===== src/rtl/register_collector.sv =====
// Purpose : collects LENGTH serial BITS-wide words into one parallel frame, slot 0 first.
// Latency : out_valid rises on the same edge that captures the last word of the frame.
// Backpres: in_ready drops while a complete frame waits; the frame is held until out_ready.
//
// Ports:
//   clk, reset      - rising-edge clock, asynchronous active-high reset
//   flush           - synchronous abort of the partial or complete frame
//   in_valid/in_data/in_ready    - serial word handshake (in_ready combinational)
//   out_valid/out_data/out_ready - parallel frame handshake, word k at out_data[k*BITS +: BITS]
//   count           - words stored in the current frame (0..LENGTH)
//   frames          - completed-and-consumed frame counter, wraps 255->0
module register_collector #(
    parameter int BITS   = 4,
    parameter int LENGTH = 4,
    parameter int CW     = $clog2(LENGTH + 1)
) (
    input  logic                     clk,
    input  logic                     reset,
    input  logic                     flush,
    input  logic                     in_valid,
    input  logic [BITS-1:0]          in_data,
    output logic                     in_ready,
    output logic                     out_valid,
    output logic [BITS*LENGTH-1:0]   out_data,
    input  logic                     out_ready,
    output logic [CW-1:0]            count,
    output logic [7:0]               frames
);

    typedef enum logic {
        COLLECT = 1'b0,
        FULL    = 1'b1
    } state_t;

    state_t state;

    // Gated by reset so upstream sees "not ready" for the whole reset window,
    // not only after the first clock edge.
    assign in_ready = (state == COLLECT) & ~reset;

    always_ff @(posedge clk or posedge reset) begin
        if (reset) begin
            state     <= COLLECT;
            count     <= '0;
            out_valid <= 1'b0;
            out_data  <= '0;
            frames    <= '0;
        end else if (flush) begin
            // Flush outranks both handshakes: an incoming word is dropped and a
            // frame being taken this cycle is not counted.
            state     <= COLLECT;
            count     <= '0;
            out_valid <= 1'b0;
            out_data  <= '0;
        end else begin
            case (state)
                COLLECT: begin
                    if (in_valid) begin
                        // Unwritten slots keep the previous frame's words; only the
                        // slot addressed by count is overwritten.
                        for (int k = 0; k < LENGTH; k++) begin
                            if (count == CW'(k)) begin
                                out_data[k*BITS +: BITS] <= in_data;
                            end
                        end
                        if (count == CW'(LENGTH - 1)) begin
                            state     <= FULL;
                            out_valid <= 1'b1;
                            count     <= CW'(LENGTH);
                        end else begin
                            count <= count + CW'(1);
                        end
                    end
                end
                FULL: begin
                    if (out_ready) begin
                        state     <= COLLECT;
                        out_valid <= 1'b0;
                        count     <= '0;
                        frames    <= frames + 8'd1;
                    end
                end
                default: begin
                    state <= COLLECT;
                end
            endcase
        end
    end

endmodule


===== config.mk =====
export PLATFORM = sky130hd
export DESIGN_NAME = register_collector
export DESIGN_NICKNAME = d
export VERILOG_FILES = /design/src/rtl/register_collector.sv
export SDC_FILE = /design/constraint.sdc
export NUM_CORES = 1
export LEC_CHECK = 0
export CORE_MARGIN = 2
export CORE_UTILIZATION = 25
export DETAILED_ROUTE_END_ITERATION = 16
export GPL_TIMING_DRIVEN = 0
export SLEW_MARGIN = 30
export SYNTH_ARGS = -nofsm -noshare
export SYNTH_HDL_FRONTEND = slang
export SYNTH_SLANG_ARGS = --single-unit

===== constraint.sdc =====
create_clock -name clk -period 2.5 [get_ports clk]
set_input_delay 0.75 -clock clk [delete_from_list [all_inputs] [get_ports clk]]
set_output_delay 0.75 -clock clk [all_outputs]
set_load 0.005 [all_outputs]

==> results.md <==
- Entering global routing, the biggest net connects 30 pins.
- The startpoint identified for the worst register-to-register timing path is count[0].
- The fraction of met3 tracks used by global routing is 0.0402.
- The worst setup slack for register-to-register paths is 1000 ps.
- The achievable clock frequency is 438 MHz.
- The final estimated routing congestion in global placement is between 0.7 and 0.8.
- The post-synthesis sequential area ratio is 0.522.
- The cell type of the slowest stage on the worst timing path is sky130_fd_sc_hd__clkdlybuf4s50_1.
- The post-detailed-route via-to-cell ratio is 4.20.
- The final-layout worst hold slack is 470 ps.
- The synthesized flop and latch total is 29.
- The startpoint type of the worst setup path is an input port.
- The floorplan step defined a die boundary enclosing just over 6000 sq um.
- The highest cell delay on the worst timing path is 490 ps.
- The number of antenna violations at the first check in global routing came to 0.
- The count of antenna-violating nets left after detailed routing is 0.
- The layout overhead on the synthesized area is 41.4%.
- Summed over all layers, the routed wires come to between 2 and 3 mm.
- After detailed placement, the design holds a cell count of 226.
- STA classifies the critical path endpoint as an output pin.
- The post-cts resize count is 1.
- The worst slew margin relative to its limit is 0.592.
- The area of the core region is 5440 sq um.
- The HPWL after detailed placement is just over 2 mm.
- The post-route DRC violation count is 0.
- The final-report max-slew violation count is 0.
- The routed design could run at a clock period as short as between 2000 and 2500 ps.
- Traced cell by cell, the critical path runs through clkdlybuf4s50_1 -> nor2_1 -> dlygate4sd2_1.
- The count of nets after finishing is ~180.
- The first-pass GRT wire length is ~5 mm.
- The final clock period utilization by the worst path is 0.914.
- Together, buffers and inverters on the worst path number 2.
- The number of port buffers is 37.
- The detailed router's first-iteration violation count is 24.
- The post-synthesis instance area is about 1400 sq um.
- The met1 track utilization from global routing is 0.138.
- The fraction of layout instances using a drive strength above 1 is 0.136.
- The floorplan die width is between 70 and 80 um.
- The largest vdd supply drop is approximately 0.35 mV.
- The worst-case hold path end point is frames[7].
- The synthesized net count is around 130.
- The effective utilization at floorplan is 0.256.
- In this run the most critical hold path is launched from frames[7].
- The tool flagged a number of max-cap violations equal to 0.
- The clock root buffer master is sky130_fd_sc_hd__clkbuf_8.
- The cell family contributing the most delay on the critical path is buffers and inverters.
- TritonCTS built the clock tree.
- The run finished with clean final reports.
- The instance count of the mapped netlist is roughly 120.
- Setup repair after global routing left no endpoint under its margin.
- For this design the static power due to leakage is ~0.00093 uW.
- The chip height is approximately 79 um.
- The power density over cell area is ~720 nW/um^2.
- The total power of the final layout is 1410 uW.
- The final standard cell count with taps included and fillers excluded is around 230.
- For the pin with the worst max-slew slack, the measured transition is approximately 610 ps.
- Counting along the longest clock path gives a buffer depth of 2.
- The clock insertion delay at the later pin of the skew report is 280 ps.
- The type of the worst setup path is in -> out.
- The total of hold buffers inserted after clock tree synthesis is 0.
- The count of buffers added by post-CTS timing repair for setup is 0.
- The critical path runs through a total of 3 cells.
- The number of buffers inserted during clock tree synthesis is 5.
- In this run the critical register-to-register path is captured at out_data[1].
- The count of inserted antenna diode cells is 0.
- The H-tree was split into 2 levels.
- The total iterations of the first detailed-routing run is 4.
- The cell count of the worst hold path is 1.
- The worst register-to-register path has a depth of 6.
- In the global route stage, met2 resource usage came out at 0.164.
- The number of placed I/O pins is 38.
- CTS saw 29 sinks.
- The final hold violation count is 0.
- The routed wire length per instance is about 12 um.
- The required time at the endpoint of the critical path is ~1800 ps.
- The highest fanout seen on the critical path is 2.
- The post-synthesis area per instance is 11.9 sq um.
- The most congested layer reported by global routing is met2.
- The yosys synthesis warning count is 0.
- The total via count in the routed design is between 900 and 1000.
- Counting distinct cell types in the post-synthesis netlist gives 24.
- The total number of placement rows is 27.
- At the worst endpoint, the arrival time is around 1500 ps.
- Setup violations remaining at the end of the flow were counted as 0.
- The residual overflow from global routing is 0.
- The worst clock skew on the final layout is ~7.1 ps.
- The final total negative setup slack is 0 ps.
- The number of global-route vias before repair is 1029.
- The clock input transition at the sequential cells of the worst setup and hold paths is 60 ps.
- In the global route stage, overall resource usage came out at 0.108.
- The class of the tightest hold or removal check is reg -> reg.
[sequential cells by signal (all words and copies together), names as in the netlist]
| signal | cells |
|---|---|
| frames | 8 |
| count | 3 |
| state | 1 |
| out_valid | 1 |
| out_data | 16 |
[worst register-to-register path: stages (launching register included)]
cell	delay, ps
sky130_fd_sc_hd__dfrtp_1	410
sky130_fd_sc_hd__inv_1	130
sky130_fd_sc_hd__ha_1	160
sky130_fd_sc_hd__and4bb_2	210
sky130_fd_sc_hd__clkbuf_2	200
sky130_fd_sc_hd__mux2i_1	220
sky130_fd_sc_hd__nor2_1	50
[cells by family (layout without fill, tap and decap cells)]
family / Yosys count / after routing / synth area share
flops: 29 / 29 / 0.522
buf+inv: 10 / 55 / 0.0360
mux: 20 / 20 / 0.146
compound gates: 3 / 3 / 0.0216
xor+xnor: 7 / 7 / 0.0441
fa+ha+maj: 6 / 6 / 0.0540
simple gates: 42 / 42 / 0.177
[placed cells by master (no fill, tap or decap), types with 2 or more instances in the layout]
master                            instances
sky130_fd_sc_hd__clkdlybuf4s50_1         36
sky130_fd_sc_hd__dfrtp_1                 29
sky130_fd_sc_hd__mux2i_1                 18
sky130_fd_sc_hd__inv_1                    3
sky130_fd_sc_hd__nor3_1                   4
sky130_fd_sc_hd__xor2_1                   6
sky130_fd_sc_hd__nand2_1                 10
sky130_fd_sc_hd__clkbuf_8                 6
sky130_fd_sc_hd__a21oi_1                  2
sky130_fd_sc_hd__ha_1                     6
sky130_fd_sc_hd__nor2_1                  19
sky130_fd_sc_hd__clkbuf_1                 2
sky130_fd_sc_hd__and4bb_2                 3
sky130_fd_sc_hd__clkbuf_2                 3
[cells in the mapped netlist]
| master | n | share of area |
|---|---|---|
| sky130_fd_sc_hd__a211oi_4 | 1 | 0.014 |
| sky130_fd_sc_hd__a21oi_1 | 2 | 0.0072 |
| sky130_fd_sc_hd__and3b_1 | 1 | 0.0063 |
| sky130_fd_sc_hd__and4bb_2 | 3 | 0.027 |
| sky130_fd_sc_hd__buf_2 | 1 | 0.0036 |
| sky130_fd_sc_hd__buf_6 | 1 | 0.0081 |
| sky130_fd_sc_hd__clkbuf_1 | 1 | 0.0027 |
| sky130_fd_sc_hd__clkbuf_2 | 3 | 0.011 |
| sky130_fd_sc_hd__dfrtp_1 | 29 | 0.52 |
| sky130_fd_sc_hd__ha_1 | 6 | 0.054 |
| sky130_fd_sc_hd__inv_1 | 4 | 0.011 |
| sky130_fd_sc_hd__mux2_1 | 1 | 0.0081 |
| sky130_fd_sc_hd__mux2_2 | 1 | 0.0081 |
| sky130_fd_sc_hd__mux2i_1 | 18 | 0.13 |
| sky130_fd_sc_hd__nand2_1 | 10 | 0.027 |
| sky130_fd_sc_hd__nand2b_1 | 1 | 0.0045 |
| sky130_fd_sc_hd__nand3b_2 | 1 | 0.0081 |
| sky130_fd_sc_hd__nand4b_4 | 1 | 0.017 |
| sky130_fd_sc_hd__nor2_1 | 19 | 0.051 |
| sky130_fd_sc_hd__nor2b_2 | 1 | 0.0063 |
| sky130_fd_sc_hd__nor3_1 | 4 | 0.014 |
| sky130_fd_sc_hd__nor4_4 | 1 | 0.015 |
| sky130_fd_sc_hd__xnor2_1 | 1 | 0.0063 |
| sky130_fd_sc_hd__xor2_1 | 6 | 0.038 |
[where the power goes]
group,switching (uW),internal [uW],leakage (uW),total [uW]
clock network,177,325,0.0000585,501
logic,145,195,0.000473,341
registers,43.7,522,0.000399,565
total,366,1040,0.000930,1410
[through the flow]
| step | worst slack (ps) | area (sq um) | util |
|---|---|---|---|
| floorplan | 877 | 1390 | - |
| global placement | -5.93 | 1850 | 0.340 |
| detailed placement | -22.8 | 1850 | 0.340 |
| CTS | 211 | 1970 | 0.362 |
| global route | 175 | 1970 | 0.362 |
| finish | 215 | 1970 | 0.362 |
[worst max-delay path by stage]
stage	start	endpoint	slack (ps)
after floorplan	in_valid	count[2]	880
after global placement	reset	in_ready	-6
after detailed placement	reset	in_ready	-20
after CTS	reset	in_ready	210
after global routing	reset	in_ready	170
final	reset	in_ready	220
[metal layers]
layer  share of wire  up-vias  wire length (um)
li1                -      476                 -
met1            0.49      476              1430
met2            0.43       24              1250
met3           0.060        6               175
met4           0.017        0                50
met5               0        -                 0
[layout make-up]
| type | instances | area (sq um) |
|---|---|---|
| fill | 561 | 3470 |
| sequential | 29 | 726 |
| multi-input combinational | 78 | 616 |
| timing repair buffer | 37 | 369 |
| tap | 72 | 90.1 |
| clock buffer | 7 | 86.3 |
| buffer | 6 | 35.0 |
| clock inverter | 1 | 30.0 |
| inverter | 4 | 15.0 |
(Power assumes the default switching activity.)
